### config.mk
export PLATFORM = sky130hd
export DESIGN_NAME = cobs_frame_ctrl
export DESIGN_NICKNAME = d
export VERILOG_FILES = /design/src/rtl/cobs_frame_pkg.sv /design/src/rtl/cobs_frame_buf.sv /design/src/rtl/cobs_frame_ctrl.sv
export SDC_FILE = /design/constraint.sdc
export NUM_CORES = 1
export LEC_CHECK = 0
export BUFFER_PORTS_ARGS = -buffer_cell sky130_fd_sc_hd__buf_4
export CAP_MARGIN = 25
export CELL_PAD_IN_SITES_DETAIL_PLACEMENT = 0
export CELL_PAD_IN_SITES_GLOBAL_PLACEMENT = 1
export CORE_ASPECT_RATIO = 0.5
export CORE_MARGIN = 5
export CORE_UTILIZATION = 45
export DETAILED_ROUTE_END_ITERATION = 8
export GPL_ROUTABILITY_DRIVEN = 1
export GPL_TIMING_DRIVEN = 0
export PLACE_DENSITY_LB_ADDON = 0.25
export SLEW_MARGIN = 20
export SYNTH_ARGS = -nofsm -noshare
export SYNTH_HDL_FRONTEND = slang
export SYNTH_HIERARCHICAL = 1
export SYNTH_SLANG_ARGS = --single-unit
### constraint.sdc
create_clock -name clk -period 4.15 [get_ports clk]
set_clock_uncertainty 0.2 [all_clocks]
set_input_delay 0.415 -clock clk [delete_from_list [all_inputs] [get_ports clk]]
set_output_delay 0.415 -clock clk [all_outputs]
set_load 0.02 [all_outputs]
### src/rtl/cobs_frame_pkg.sv
// Shared types and sizing for the COBS frame controller.
package cobs_frame_pkg;

   typedef enum logic [2:0] {
      ST_IDLE    = 3'd0,
      ST_COLLECT = 3'd1,
      ST_CHECK   = 3'd2,
      ST_READY   = 3'd3,
      ST_DROP    = 3'd4
   } state_e;

   typedef enum logic [1:0] {
      ERR_OVERRUN  = 2'd0,
      ERR_OVERFLOW = 2'd1,
      ERR_TIMEOUT  = 2'd2,
      ERR_CHECKSUM = 2'd3
   } err_e;

   // Bits needed to hold a byte count in 0..max_len
   function automatic int unsigned len_w(input int unsigned max_len);
      return $clog2(max_len + 1);
   endfunction

   localparam int unsigned MAX_LEN_DFLT = 32;
   localparam int unsigned LEN_W        = $clog2(MAX_LEN_DFLT + 1);

endpackage

### src/rtl/cobs_frame_buf.sv
// Frame byte store: one write port, one registered read port.
module cobs_frame_buf
   import cobs_frame_pkg::*;
#(
   parameter int unsigned DEPTH = MAX_LEN_DFLT,
   parameter int unsigned AW    = LEN_W - 1
) (
   input  logic          clk,
   input  logic          rst,
   input  logic          we_i,
   input  logic [AW-1:0] wa_i,
   input  logic [7:0]    wd_i,
   input  logic [AW-1:0] ra_i,
   output logic [7:0]    rd_o
);

   logic [7:0] mem_q [DEPTH];

   always_ff @(posedge clk) begin
      if (we_i) mem_q[wa_i] <= wd_i;
   end

   always_ff @(posedge clk) begin
      if (rst) rd_o <= 8'h00;
      else     rd_o <= mem_q[ra_i];
   end

endmodule

### src/rtl/cobs_frame_ctrl.sv
// Collects decoded COBS bytes into a frame buffer and hands complete frames off.
// Optional trailing checksum byte when COBS_FRAME_CHECKSUM_EN is defined.
module cobs_frame_ctrl
   import cobs_frame_pkg::*;
#(
   parameter  int unsigned MAX_LEN     = 32,
   parameter  int unsigned TIMEOUT_CYC = 27000,
   localparam int unsigned LW          = len_w(MAX_LEN),
   localparam int unsigned AW          = LW - 1
) (
   input  logic          clk,
   input  logic          rst,
   input  logic          raw_flag,
   input  logic [7:0]    raw_data,
   input  logic          dec_flag,
   input  logic [7:0]    dec_data,
   output logic          dec_busy,
   output logic          dec_clr,
   output logic          frm_valid,
   input  logic          frm_ready,
   output logic [LW-1:0] frm_len,
   input  logic [AW-1:0] rd_addr,
   output logic [7:0]    rd_data,
   output logic          err_flag,
   output logic [1:0]    err_code
);

   localparam int unsigned TW = $clog2(TIMEOUT_CYC + 1);

   state_e        state_q;
   logic [LW-1:0] cnt_q;
   logic [TW-1:0] idle_q;

   logic          any_flag_c;
   logic          delim_c;
   logic          full_c;
   logic          timing_st_c;
   logic          timeout_c;
   logic          wr_en_c;
   logic [AW-1:0] wr_addr_c;
   logic          frame_ok_c;
   logic [LW-1:0] len_c;

   always_comb begin
      any_flag_c  = raw_flag | dec_flag;
      delim_c     = raw_flag && (raw_data == 8'h00);
      full_c      = (cnt_q == LW'(MAX_LEN));
      timing_st_c = (state_q == ST_COLLECT) || (state_q == ST_DROP);
      timeout_c   = timing_st_c && !any_flag_c && (idle_q == TW'(TIMEOUT_CYC - 1));
      wr_en_c     = dec_flag && ((state_q == ST_IDLE) || ((state_q == ST_COLLECT) && !full_c));
      wr_addr_c   = (state_q == ST_IDLE) ? '0 : AW'(cnt_q);
   end

`ifdef COBS_FRAME_CHECKSUM_EN
   logic [7:0] sum_q;

   // Running sum restarts with the first byte of each frame
   always_ff @(posedge clk) begin
      if (rst)          sum_q <= 8'h00;
      else if (wr_en_c) sum_q <= (state_q == ST_IDLE) ? dec_data : sum_q + dec_data;
   end

   always_comb begin
      frame_ok_c = (cnt_q >= LW'(2)) && (sum_q == 8'h00);
      len_c      = cnt_q - LW'(1);
   end
`else
   always_comb begin
      frame_ok_c = 1'b1;
      len_c      = cnt_q;
   end
`endif

   always_ff @(posedge clk) begin
      if (rst) begin
         state_q   <= ST_IDLE;
         cnt_q     <= '0;
         idle_q    <= '0;
         frm_valid <= 1'b0;
         frm_len   <= '0;
         dec_busy  <= 1'b0;
         dec_clr   <= 1'b0;
         err_flag  <= 1'b0;
         err_code  <= 2'd0;
      end else begin
         err_flag <= 1'b0;
         dec_clr  <= 1'b0;

         if (any_flag_c || !timing_st_c) idle_q <= '0;
         else                            idle_q <= idle_q + TW'(1);

         case (state_q)
            ST_IDLE: begin
               if (dec_flag) begin
                  cnt_q   <= LW'(1);
                  state_q <= ST_COLLECT;
               end
            end

            ST_COLLECT: begin
               if (timeout_c) begin
                  err_flag <= 1'b1;
                  err_code <= ERR_TIMEOUT;
                  dec_clr  <= 1'b1;
                  state_q  <= ST_IDLE;
               end else if (dec_flag && full_c) begin
                  // A delimiter in the same cycle already ends the dropped frame
                  err_flag <= 1'b1;
                  err_code <= ERR_OVERFLOW;
                  state_q  <= delim_c ? ST_IDLE : ST_DROP;
               end else begin
                  if (wr_en_c) cnt_q <= cnt_q + LW'(1);
                  if (delim_c) state_q <= ST_CHECK;
               end
            end

            ST_CHECK: begin
               if (frame_ok_c) begin
                  frm_len   <= len_c;
                  frm_valid <= 1'b1;
                  dec_busy  <= 1'b1;
                  state_q   <= ST_READY;
               end else begin
                  err_flag <= 1'b1;
                  err_code <= ERR_CHECKSUM;
                  state_q  <= ST_IDLE;
               end
            end

            ST_READY: begin
               if (dec_flag) begin
                  err_flag <= 1'b1;
                  err_code <= ERR_OVERRUN;
               end
               if (frm_valid && frm_ready) begin
                  frm_valid <= 1'b0;
                  dec_busy  <= 1'b0;
                  state_q   <= ST_IDLE;
               end
            end

            ST_DROP: begin
               if (timeout_c) begin
                  err_flag <= 1'b1;
                  err_code <= ERR_TIMEOUT;
                  dec_clr  <= 1'b1;
                  state_q  <= ST_IDLE;
               end else if (delim_c) begin
                  state_q <= ST_IDLE;
               end
            end

            default: state_q <= ST_IDLE;
         endcase
      end
   end

   cobs_frame_buf #(
      .DEPTH (MAX_LEN),
      .AW    (AW)
   ) u_buf (
      .clk  (clk),
      .rst  (rst),
      .we_i (wr_en_c),
      .wa_i (wr_addr_c),
      .wd_i (dec_data),
      .ra_i (rd_addr),
      .rd_o (rd_data)
   );

endmodule

# Word-level counts from Yosys, hierarchy flattened

Memories as Yosys holds them, arrays and structs flattened. A register that Yosys moved wholly into a read port is not among the register bits.
Cells that the tools add are included.

Eq/ne operators: 16
Muxes and demuxes: 29
$add $sub $neg: 2
Bitwise gates (word level): 2
Reductions and logical operators: 25

Operators with widths:

| operator                                               | count |
|---|---|
| two-way mux 3 bit                                      | 8 |
| two-way mux 6 bit                                      | 4 |
| adder 15 x 1 -> 15 bit (second input constant)         | 1 |
| equality test 15 bit (second input constant)           | 1 |
| one-hot mux 3 bit (5 select lines)                     | 1 |
| inequality test 2 bit (second input constant)          | 6 |
| one-hot mux 6 bit (2 select lines)                     | 1 |
| logical NOT 8 bit                                      | 1 |
| two-way mux 2 bit                                      | 4 |
| AND reduction 4 bit                                    | 2 |
| logical AND 1 bit                                      | 7 |
| two-way mux 1 bit                                      | 7 |
| adder 6 x 1 -> 6 bit (second input constant)           | 1 |
| equality test 3 x 2 -> 1 bit (second input constant)   | 2 |
| equality test 6 bit (second input constant)            | 1 |
| one-hot mux 2 bit (3 select lines)                     | 1 |
| OR reduction 2 bit                                     | 3 |
| two-way mux 5 bit                                      | 1 |
| AND reduction 5 bit                                    | 1 |
| inequality test 4 x 3 -> 1 bit (second input constant) | 1 |
| nonzero test 2 bit                                     | 2 |
| equality test 3 x 1 -> 1 bit (second input constant)   | 1 |
| equality test 3 bit (second input constant)            | 1 |
| logical NOT 1 bit                                      | 3 |
| 11 further kinds                                       | 13 |

Bits in writable memories: 256
Output and inout port bits: 20
Bits in registers: 35
Memories: 1
Bits of input ports: 26
Logic and storage cells: 83

Memories:

| memory      | depth | bits a word | rd ports | clocked after Yosys merged registers in | write ports | line                 | source |
|---|---|---|---|---|---|---|---|
| u_buf.mem_q | 32    | 8           | 1        | 1                                       | 1           | cobs_frame_buf.sv:17 | `logic [7:0] mem_q [DEPTH];` |

# Longest topological paths before layout

Word-level depth: 9
Mapped depth: 7
Depth with buffers taken out: 6

# Hierarchy

Netlist, hierarchy kept.

By module, submodules not included:

| module          | cells an instance | sequential area each (um^2) | area each (um^2) | instances |
|---|---|---|---|---|
| cobs_frame_buf  | 472               | 7,847.5                     | 10,387.5         | 1 |
| cobs_frame_ctrl | 191               | 700.7                       | 1,679.1          | 1 |

# Worst setup path after synthesis

No wires, ideal clock.

Path kind: register to register
From: register cnt_q[0]
To: memory u_buf.mem_q[28][0], enable pin
Slack: 1.133 ns
Cell stages (with the launch flop): 8
Period minus slack after synthesis: 3.017 ns
Arrival: 2.447 ns
Cells stage by stage: dfxtp_1 inv_1 ha_1 and4bb_2 a311oi_2 or3b_2 clkbuf_1 nor2_1

Cells in the longest elaborated chain, start to end: 7
Elaborated cells between the ends (all ways): 8
Those cells by class: 1 x eq/ne; 3 x mux; 4 x reduce/logical

RTL lines:

| item                                    | line                   | source |
|---|---|---|
| from (decl)                             | cobs_frame_ctrl.sv:31  | `logic [LW-1:0] cnt_q;` |
| from (signal assigned)                  | cobs_frame_ctrl.sv:112 | `if (wr_en_c) cnt_q <= cnt_q + LW'(1);` |
| equality test 6 bit                     | cobs_frame_ctrl.sv:47  | `full_c = (cnt_q == LW'(MAX_LEN));` |
| logical NOT 1 bit                       | cobs_frame_ctrl.sv:50  | `wr_en_c = dec_flag && ((state_q == ST_IDLE) \|\| ((state_q == ST_COLLECT) && !full_c));` |
| logical AND 1 bit                       | cobs_frame_ctrl.sv:50  |  |
| logical OR 1 bit                        | cobs_frame_ctrl.sv:50  |  |
| logical AND 1 bit                       | cobs_frame_ctrl.sv:50  |  |
| via wr_en_c                             | cobs_frame_ctrl.sv:39  | `logic wr_en_c;` |
| two-way mux 1 bit                       | cobs_frame_buf.sv:20   | `if (we_i) mem_q[wa_i] <= wd_i;` |
| two-way mux 1 bit (not written as such) | cobs_frame_buf.sv:20   |  |
| to (decl)                               | cobs_frame_buf.sv:17   |  |

The timed path passes the listed nets, and every way through them passes these cells.

# Worst setup path in the final report

From: register cnt_q[0]
To: memory u_buf.mem_q[24][2], enable pin

Same word-level chain as after synthesis.

==> metrics.yaml <==
fmax_ghz: 0.264
syn2layout_area_growth_pct: 14.2
grt_pass1_wl_um: 39200
timing.hold.ws_ns: 0.0230
ys.flop_type: "edfxtp_1"
dp.cells: 1057
tightest_slew_ns: 0.870
routabilityCongestion: 0.786
ioPinCount: 46
synth_top_area_frac: 0.637
synth_nets: 692
placed_cell_area_um2: 12800
r2r-start: "cnt_q[0]$_SDFFE_PP0P_"
power_leakage_nw: 4.61
cts_buffers: 27
arrival_ns: 3.77
die_x_um: 242
crit_type: "flip-flop to flip-flop"
relSlewSlack: 0.418
fin_ws_ns: 0.368
fin_nets: 764
grt_setup_unrepaired: "false"
fin_area_um2: 13800
crit_path_end_kind: "flip-flop"
r2r-end: "u_buf/mem_q[24][2]$_DFFE_PP_"
viasPerCell: 5.74
p_total_mw: 6.19
cts_resized: 0
clk_pin_slew_ns: 0.06
cts_setup_buffers: 0
grt_pass1_vias: 6319
fillers: 2126
dieArea_um2: 30400
chipHeight_um: 126
clk_latency_ns: 0.55
synth_area_leaders: "edfxtp_1, mux4_1, dfxtp_1"
start_util: 0.456
ys_seq_area_frac: 0.708
crit_required_ns: 4.13
synth_area_leader_cell: "edfxtp_1"
yosysWarnings: 6
synth_edf_count: 256
placementRows: 42
portBuffers: 42
final_cells: 1108
cts.path.max_buffers: 3
dp_hpwl_um: 16300
layout-drive-gt1-share: 0.197
htree_levels: 1
worstHoldEndpoint: "frm_valid$_SDFFE_PP0P_"
cts.sinks: 299
p_per_area_nw_per_um2: 450
rrSetupSlack_ns: 0.37
drc: 0
overflow: 0
cp-start-kind: "flip-flop"
insertedDiodeCount: 0
cts-root-buf: "clkbuf_16"
crit_fanout: 11
antenna_found_initial: 0
utilization: 0.521
drv_cap: 0
setup_viol: 0
min_from: "frm_ready"
min_path_type: "primary input to flip-flop"
hold_depth: 4
reg2reg_depth: 7
hold_violations: 0
drtAntennaViolNets: 0
syn_inst: 663
fin_crit_sh: 0.911
core-area_um2: 26400
wl_per_cell_um: 23.2
grt_max_degree: 33
ys_types: 62
synth-seq-cells: 299
drt_iter0_markers: 464
vias: 6363
min_period_ns: 3.78
wirelength_um: 25700
grt_usage: 0.168
postSynthAreaPerCell_um2: 18.2
place_ws_ns: 0.385
cts_tree: "done"
drt_pass1_iterations: 5
vdd_drop_max_mv: 0.239
syn_area_um2: 12100
async_flop_share: 0
slew_violations: 0
setup-tns-final_ns: 0
status: "finished clean"
layout by cell type (no fill, tap or decap), types with 5 or more instances in the layout:
cell type / Yosys / final
a221oi_1: 8 / 8
xor2_1: 8 / 8
clkbuf_16: 0 / 30
dfxtp_1: 43 / 43
buf_2: 8 / 8
clkbuf_8: 4 / 5
nand4_1: 6 / 6
nor2_1: 66 / 66
clkinvlp_4: 0 / 5
or3_1: 7 / 7
a21oi_1: 9 / 9
mux4_1: 36 / 36
buf_6: 9 / 9
clkinv_2: 0 / 8
a22oi_1: 8 / 8
nand2_1: 14 / 14
nand2b_1: 5 / 5
mux4_2: 20 / 20
o21ai_0: 8 / 8
edfxtp_1: 256 / 256
inv_1: 7 / 7
mux2i_1: 38 / 38
a31oi_1: 9 / 9
nand3b_1: 6 / 6
a221o_1: 8 / 8
clkbuf_1: 4 / 5
buf_4: 2 / 44
nand3_1: 10 / 10
cell type report:
class                   count  area [um2]  share of cell area
plain buffers              34         309              0.0224
clock buffers              32         768              0.0558
clock inverters            18         175              0.0127
inverters                   8        30.0             0.00218
multi-input cells         322        3180               0.231
flip-flops and latches    299        8550               0.621
well taps                 352         440              0.0320
repair buffers             43         325              0.0236
worst max-delay path, stage by stage, from the launching register on:
cell and delay, ns:
dfxtp_1 0.44, inv_1 0.09, ha_1 0.20, and4bb_2 0.27, a311oi_2 0.67, or3b_2 0.49
clkbuf_1 0.30, nor2_1 0.75
power by group:
part	internal [mW]	switching, mW	total (mW)
registers	3.27	0.00552	3.28
clock network	1.47	1.13	2.60
logic	0.127	0.187	0.313
state kept, by name, summed over array words and instances, names as in the netlist:
signal,count
cnt_q,6
dec_clr,1
err_code,2
err_flag,1
frm_len,6
frm_valid,1
idle_q,15
state_q,3
u_buf/mem_q,256
u_buf/rd_o,8
how the worst max path moves through the flow:
stage,startpoint,endpoint,cells past startpoint
after floorplan,cnt_q[0]$_SDFFE_PP0P_,u_buf/mem_q[28][0]$_DFFE_PP_,7
after global routing,cnt_q[0]$_SDFFE_PP0P_,u_buf/mem_q[8][2]$_DFFE_PP_,7
final,cnt_q[0]$_SDFFE_PP0P_,u_buf/mem_q[24][2]$_DFFE_PP_,7
after detailed placement,cnt_q[0]$_SDFFE_PP0P_,u_buf/mem_q[8][3]$_DFFE_PP_,7
after global placement,cnt_q[0]$_SDFFE_PP0P_,u_buf/mem_q[24][5]$_DFFE_PP_,7
after CTS,cnt_q[0]$_SDFFE_PP0P_,u_buf/mem_q[8][2]$_DFFE_PP_,7
Yosys cell counts (3+ instances only):
library cell  count
clkbuf_1          4
a221o_1           8
buf_6             9
nor3_1            3
nand4_1           6
mux4_2           20
mux4_1           36
buf_2             8
a21oi_1           9
ha_1              3
o21ai_0           8
mux2i_1          38
or3_1             7
nor2_1           66
a22oi_1           8
clkbuf_8          4
a31oi_1           9
nor2b_1           4
xnor2_1           3
nand2_1          14
or3b_2            3
a211oi_1          3
a221oi_1          8
nand3_1          10
o211ai_1          3
inv_1             7
xor2_1            8
dfxtp_1          43
nand2b_1          5
and4_1            4
nand3b_1          6
edfxtp_1        256
repair_timing:
action / CTS / global route
hold buffers: 1 / 0
endpoints found under the hold margin: 8 / 0
endpoints found under the setup margin: 0 / 0
per-layer routing:
metal,vias up,global-route usage,part of all wire
met5,-,0,0
met4,0,0.0322,0.014
met3,28,0.0320,0.052
met2,171,0.256,0.46
met1,3314,0.259,0.48
li1,2850,-,-
logic make-up (layout without fill, tap and decap cells):
group,Yosys count,count (layout),share of synthesized area
compound gates,71,71,0.0448
xor+xnor,11,11,0.00798
fa+ha+maj,3,3,0.00311
buf+inv,42,135,0.0281
flops,299,299,0.708
mux,94,94,0.147
simple gates,143,143,0.0603
No activity file was read; power rests on OpenSTA's default activity.
